**config.mk**
```make
export PLATFORM = sky130hd
export DESIGN_NAME = conv_window_gen
export DESIGN_NICKNAME = d
export VERILOG_FILES = /design/src/rtl/conv_window_gen.sv
export SDC_FILE = /design/constraint.sdc
export NUM_CORES = 1
export LEC_CHECK = 0
export BUFFER_PORTS_ARGS = -buffer_cell sky130_fd_sc_hd__buf_2
export CAP_MARGIN = 0
export CORE_ASPECT_RATIO = 1.5
export CORE_MARGIN = 3
export CORE_UTILIZATION = 50
export CTS_CLUSTER_DIAMETER = 100
export DETAILED_ROUTE_END_ITERATION = 8
export PLACE_DENSITY = 0.67
export SLEW_MARGIN = 20
export SYNTH_ARGS = -nofsm -noshare
export SYNTH_HDL_FRONTEND = slang
export SYNTH_SLANG_ARGS = --single-unit
```
**constraint.sdc**
```tcl
create_clock -name clk -period 28.3 [get_ports clk]
set_clock_uncertainty 0.2 [all_clocks]
set_input_delay 8.49 -clock clk [delete_from_list [all_inputs] [get_ports clk]]
set_output_delay 8.49 -clock clk [all_outputs]
set_load 0.01 [all_outputs]
```
**src/rtl/conv_window_gen.sv**
```systemverilog
// conv_window_gen
// ---------------
// Front end for the 5x5 convolution PE. It takes an 8-bit raster-order pixel
// stream and keeps four previous image lines in a line-buffer chain. It
// presents every complete 5x5 window (valid region only, stride 1) as a
// 200-bit word. Byte k = 5*r + c of win_out is pixel (row-4+r, col-4+c) of the
// pixel that completed the window, so byte k feeds PE input in_IF(k+1).
//
// Ports
//   clk        : clock
//   rst        : asynchronous, active-high reset
//   sof        : start of frame, meaningful only with pix_valid; the pixel is (0,0)
//   pix_valid  : pixel strobe
//   pix_in     : unsigned 8-bit pixel
//   win_valid  : one-cycle strobe per complete window
//   win_out    : 25 window bytes, byte k = win_out[8k+7:8k]
//   win_row    : top-left row of the presented window
//   win_col    : top-left column of the presented window
//   frame_done : pulses together with the last window of a frame
//
// Stream semantics: both sides are valid-only, with no ready signal. A pixel
// is consumed on every clock where pix_valid=1. A window is presented for
// exactly one clock when win_valid=1, one cycle after the pixel that completed
// it. Downstream must take it in that cycle.

module conv_window_gen #(
  parameter int IMG_W = 28,
  parameter int IMG_H = 28,
  parameter int CNT_W = 8
) (
  input  logic             clk,
  input  logic             rst,
  input  logic             sof,
  input  logic             pix_valid,
  input  logic [7:0]       pix_in,
  output logic             win_valid,
  output logic [199:0]     win_out,
  output logic [CNT_W-1:0] win_row,
  output logic [CNT_W-1:0] win_col,
  output logic             frame_done
);

  localparam int AW = (IMG_W > 1) ? $clog2(IMG_W) : 1;

  // lb[0] holds the previous line and lb[3] the oldest one
  logic [7:0]       lb [4][IMG_W];
  logic [7:0]       win [5][5];
  logic [CNT_W-1:0] row;
  logic [CNT_W-1:0] col;

  logic [CNT_W-1:0] cur_row;
  logic [CNT_W-1:0] cur_col;
  logic [AW-1:0]    addr;
  logic [7:0]       lb_rd [4];
  logic             win_ok;
  logic             last_pix;

  // sof overrides the counters, so a mid-frame restart takes effect on this pixel
  always_comb begin
    cur_row  = sof ? '0 : row;
    cur_col  = sof ? '0 : col;
    addr     = cur_col[AW-1:0];
    for (int i = 0; i < 4; i++) begin
      lb_rd[i] = lb[i][addr];
    end
    win_ok   = (cur_row >= CNT_W'(4)) && (cur_col >= CNT_W'(4));
    last_pix = (cur_row == CNT_W'(IMG_H - 1)) && (cur_col == CNT_W'(IMG_W - 1));
  end

  // Line-buffer RAM is not reset. Its contents only reach a valid window
  // after four full lines of the current frame have overwritten it.
  always_ff @(posedge clk) begin
    if (pix_valid) begin
      lb[0][addr] <= pix_in;
      for (int i = 1; i < 4; i++) begin
        lb[i][addr] <= lb_rd[i-1];
      end
    end
  end

  always_ff @(posedge clk or posedge rst) begin
    if (rst) begin
      for (int r = 0; r < 5; r++) begin
        for (int c = 0; c < 5; c++) begin
          win[r][c] <= '0;
        end
      end
      row        <= '0;
      col        <= '0;
      win_valid  <= 1'b0;
      frame_done <= 1'b0;
      win_row    <= '0;
      win_col    <= '0;
    end else if (pix_valid) begin
      // shift left one column and load the new right-hand column
      for (int r = 0; r < 5; r++) begin
        for (int c = 0; c < 4; c++) begin
          win[r][c] <= win[r][c+1];
        end
      end
      win[4][4] <= pix_in;
      win[3][4] <= lb_rd[0];
      win[2][4] <= lb_rd[1];
      win[1][4] <= lb_rd[2];
      win[0][4] <= lb_rd[3];

      if (cur_col == CNT_W'(IMG_W - 1)) begin
        col <= '0;
        row <= (cur_row == CNT_W'(IMG_H - 1)) ? '0 : cur_row + CNT_W'(1);
      end else begin
        col <= cur_col + CNT_W'(1);
        row <= cur_row;
      end

      win_valid  <= win_ok;
      frame_done <= win_ok && last_pix;
      if (win_ok) begin
        win_row <= cur_row - CNT_W'(4);
        win_col <= cur_col - CNT_W'(4);
      end
    end else begin
      win_valid  <= 1'b0;
      frame_done <= 1'b0;
    end
  end

  always_comb begin
    win_out = '0;
    for (int r = 0; r < 5; r++) begin
      for (int c = 0; c < 5; c++) begin
        win_out[8*(5*r+c) +: 8] = win[r][c];
      end
    end
  end

endmodule

```
### After elaboration in Yosys (flattened, before gate mapping)

Memories as Yosys holds them, arrays and structs flattened.
Cells that the tools add are included.

* bits in registers: 234
* RAM bits: 896
* bits of input ports: 12
* output and inout port bits: 218
* word-level logic and storage cells: 71
* memories kept: 1

Memories
* lb: words 4, width 224, read ports 4, clocked after Yosys merged registers in 0, wr ports 4, line 46 `logic [7:0] lb [4][IMG_W];`

* $add $sub $neg: 4
* order comparisons: 4
* eq/ne operators: 2
* muxes and demuxes: 23
* bitwise operators: 1
* reduce and logical (&&, ||, !) cells: 5

Operator list (number)
* 224-bit two-way mux: 1
* 8-bit binary-select mux with 5-bit select: 4
* 8-bit two-way mux: 14
* 8-bit demux with 5-bit select: 1
* 8-bit by 1-bit adder with 8-bit output, second input constant: 2
* 8-bit by 5-bit equality test with 1-bit output, second input constant: 2
* 8-bit by 3-bit >= comparator with 1-bit output, second input constant: 2
* 8-bit by 3-bit subtractor with 8-bit output, second input constant: 2
* 6-bit >= comparator, second input constant: 1
* 6-bit by 1-bit < comparator with 1-bit output, second input constant: 1
* 5-bit inverter with 6-bit output: 1
* 1-bit logical AND: 4
* 1-bit two-way mux: 3
* 2-bit AND reduction: 1

### Logic depth before layout (Yosys ltp)

* word-level depth: 7
* depth in mapped cells: 13
* depth with buffers taken out: 9

### Worst setup path before layout

OpenSTA, ideal clock, no wires.

* kind: input port to flip-flop
* from: input port sof
* to: memory lb[0][0] (netlist name) (enable)
* setup time: 0.421 ns
* arrival time: 11.191 ns
* required time: 27.679 ns
* path slack: 16.487 ns
* cell stages on the path: 9
* path buffers: 4
* cell sequence: nand2b_1 buf_4 inv_2 buf_2 buf_2 buf_2 ha_1 nand2_1 nor2_1

RTL lines
* start: declaration: line 33 `input logic sof,`
* end: declaration: line 46

==> results.py <==
metrics = {
    "final_layout": {
        "area_growth_pct": 13.5,
        "multi_input_area_um2": 10500,
        "final_cells": 4149,
        "fin_nets": 2947,
        "nFillCells": 6525,
        "drive_gt1_share_pct": 26.7,
        "seqCellArea_um2": 32800,
    },
    "clock_network": {
        "cts_tree": "built",
        "path_clk_slew_ps": 60,
        "max-clock-path-buffers": 3,
        "cts-buffers-inserted": 98,
        "cts.sinks": 1130,
        "cts-root-buf": "clkbuf_16",
        "post_cts_buffers": 0,
        "cts_hold_buffers": 0,
        "h-tree-depth": 3,
        "insertion_delay_ps": 690,
        "post_cts_resized": 0,
    },
    "sta": {
        "tns_ps": 0,
        "maxSlewViolCount": 0,
        "max_freq_ghz": 0.0815,
        "finalCritPeriodShare_pct": 43.4,
        "final.min_clock_period_ps": 12270,
        "setup_viol": 0,
        "fin_hold_ws_ps": 276,
        "worstMarginPinSlew_ps": 1090,
        "relSlewSlack_pct": 27.0,
        "finalHoldViolCount": 0,
        "rsz0062_at_grt": "false",
    },
    "power_and_ir_drop": {
        "ir_drop_mv": 0.0574,
        "power_w": 0.00408,
        "p_leak_nw": 17.3,
        "power_density_nw_per_um2": 81.9,
    },
    "worst_setup_path": {
        "cp-start-kind": "input port",
        "cp.required_ps": 28430,
        "worst_setup_path_end_kind": "flop",
        "crit_type": "in2reg",
        "path_max_fanout": 62,
        "critPathTopFamily": "buffers and inverters",
        "cpMaxStageDelayCell": "buf_4",
        "path_common_cell": "buf_4",
        "crit_arrival_ps": 12400,
        "crit_chain": "buf_2 -> nand2b_4 -> clkinv_2 -> buf_4 -> ha_1 -> nand2_1 -> nor2_4 -> buf_4",
        "crit_buf_inv": 4,
        "crit_path_max_incr_delay_ps": 830,
    },
    "grt": {
        "grt_max_degree": 108,
        "overflow": 0,
        "grt_pass1_wl_um": 175000,
        "grt_usage_pct": 26.4,
        "grt_pass1_vias": 26000,
        "antenna_found_initial": 6,
    },
    "synthesis": {
        "synth.most_common_cell": "edfxtp_1",
        "syn_area_per_cell_um2": 16.2,
        "ys_warn_count": 0,
        "synthFlopType": "edfxtp_1",
        "yosysTopAreaCell": "edfxtp_1",
        "synthArstFlopShare_pct": 20.7,
        "synthTopCellsByArea": "edfxtp_1 61%, dfrtp_1 13%, mux2_2 7.0%",
        "synth.net_count": 2729,
        "synth_top_area_share_pct": 61.3,
        "ys_ff_latch": 1130,
        "synth_area_um2": 43900,
        "synth_cells": 2706,
        "ys_types": 75,
        "yosysSeqAreaShare_pct": 74.6,
        "yosys-top-cells-count": "896 x edfxtp_1, 273 x mux2_2, 234 x dfrtp_1",
        "synth-edff-count": 896,
    },
    "routing": {
        "drt-total-wl_um": 122000,
        "drt-met1-wl_um": 43200,
        "first_pass_iters": 9,
        "top_layer_used": "met5",
        "drt_iter0_markers": 3143,
        "final_antenna_net_count": 0,
        "viasPerCell": 6.33,
        "met2_length_um": 60700,
        "drc": 0,
        "vias": 26300,
        "avgRoutedWirePerCell_um": 29.4,
        "dr_wl_met3_um": 11400,
    },
    "die": {
        "rows": 132,
        "dieArea_um2": 91500,
        "die_x_um": 248,
        "core_area_um2": 86700,
        "die_y_um": 369,
        "start_util_pct": 50.6,
        "io_pins": 230,
    },
    "outcome": {
        "status": "finished, final reports clean",
    },
    "worst_hold_path": {
        "hold_path_class": "reg2reg",
    },
    "placed_design": {
        "gp_routability_congestion": 0.845,
        "dp_cells": 3963,
        "hpwl_um": 72300,
        "numPortBuffers": 229,
    },
    "run": {
        "maxCapViolations": 0,
    },
}
## report_power, final
group          leakage, nW  internal (W)  switching [W]
clock                 1.64      0.000794       0.000594
combinational         4.83      0.000206       0.000392
sequential            10.8       0.00200      0.0000974
## worst register-to-register path, stage by stage, from the launching register on
cell and delay, ps:
dfrtp_4 840, buf_4 650, o21bai_4 490, buf_4 510
a222oi_1 650, o22ai_1 150, nor3_1 350, nand2_1 620
## kinds of logic (layout without fill, tap and decap cells)
family                     Yosys count  in the layout  synth area share, %
adders and majority gates           11             11                0.313
buffers and inverters              194            496                 1.98
muxes                              358            358                 9.11
and+or+nand+nor                    513            513                 5.68
DFF                               1130           1130                 74.6
xor gates and xnor gates             8              8                0.160
other                                0              2                    0
AOI/OAI and AO/OA                  492            492                 8.13
## area by class of cell
type	instances	share of cell area, %
multi-input combinational	1382	21.1
clock inverter	43	1.12
tap	1139	2.86
antenna	2	0.0100
clock buffer	141	5.62
sequential	1130	65.8
timing repair buffer	297	3.35
inverter	15	0.136
## final timing paths
| check | start | end | slack (ps) | cells after the start |
|---|---|---|---|---|
| min reg2reg | win_col[7] | win_col[7] | 280 | 2 |
| min in group asynchronous | rst | win_out[87] | 7740 | 2 |
| min | win_col[7] | win_col[7] | 280 | 2 |
| max | sof | lb[2][35] | 16030 | 8 |
| max reg2reg | col[0] | lb[3][43] | 23340 | 7 |
| max in group asynchronous | rst | win_out[60] | 18210 | 4 |
## layout by cell type (no fill, tap or decap), types with 16 or more instances in the layout
cell / synthesis / final
buf_2: 66 / 228
clkbuf_16: 0 / 101
a222oi_1: 67 / 67
nor2b_1: 64 / 64
a21oi_1: 74 / 74
buf_4: 7 / 67
o221a_2: 16 / 16
nor2_1: 125 / 96
nor2_4: 0 / 29
a211oi_1: 99 / 99
a31oi_1: 33 / 33
mux2_2: 273 / 273
edfxtp_1: 896 / 896
nand2_1: 160 / 159
clkbuf_1: 87 / 24
o22ai_1: 62 / 62
nor3b_1: 23 / 23
dfrtp_1: 234 / 232
mux2i_1: 79 / 79
nor3_1: 58 / 58
o21ai_0: 65 / 65
nand3_1: 27 / 27
## flip-flops by register name, indices dropped and copies added (netlist names)
register / count
frame_done: 1
row: 8
win_valid: 1
col: 8
lb: 896
win_col: 8
win_row: 8
win_out: 200
## metal layers
layer | up-vias | GRT usage (%)
met3 | 360 | 4.76
li1 | 11100 | -
met1 | 13300 | 32.2
met2 | 1552 | 45.1
met4 | 2 | 13.2
met5 | - | 0
## metrics by stage
step / cell area [µm²] / util, % / worst slack (ps)
2_1_floorplan: 43900 / - / 13190
3_3_place_gp: 46500 / 53.6 / 15490
3_5_place_dp: 46500 / 53.6 / 15450
4_1_cts: 49800 / 57.4 / 16170
5_1_grt: 49800 / 57.4 / 16000
6_report: 49800 / 57.5 / 16030
(Power assumes the default switching activity.)
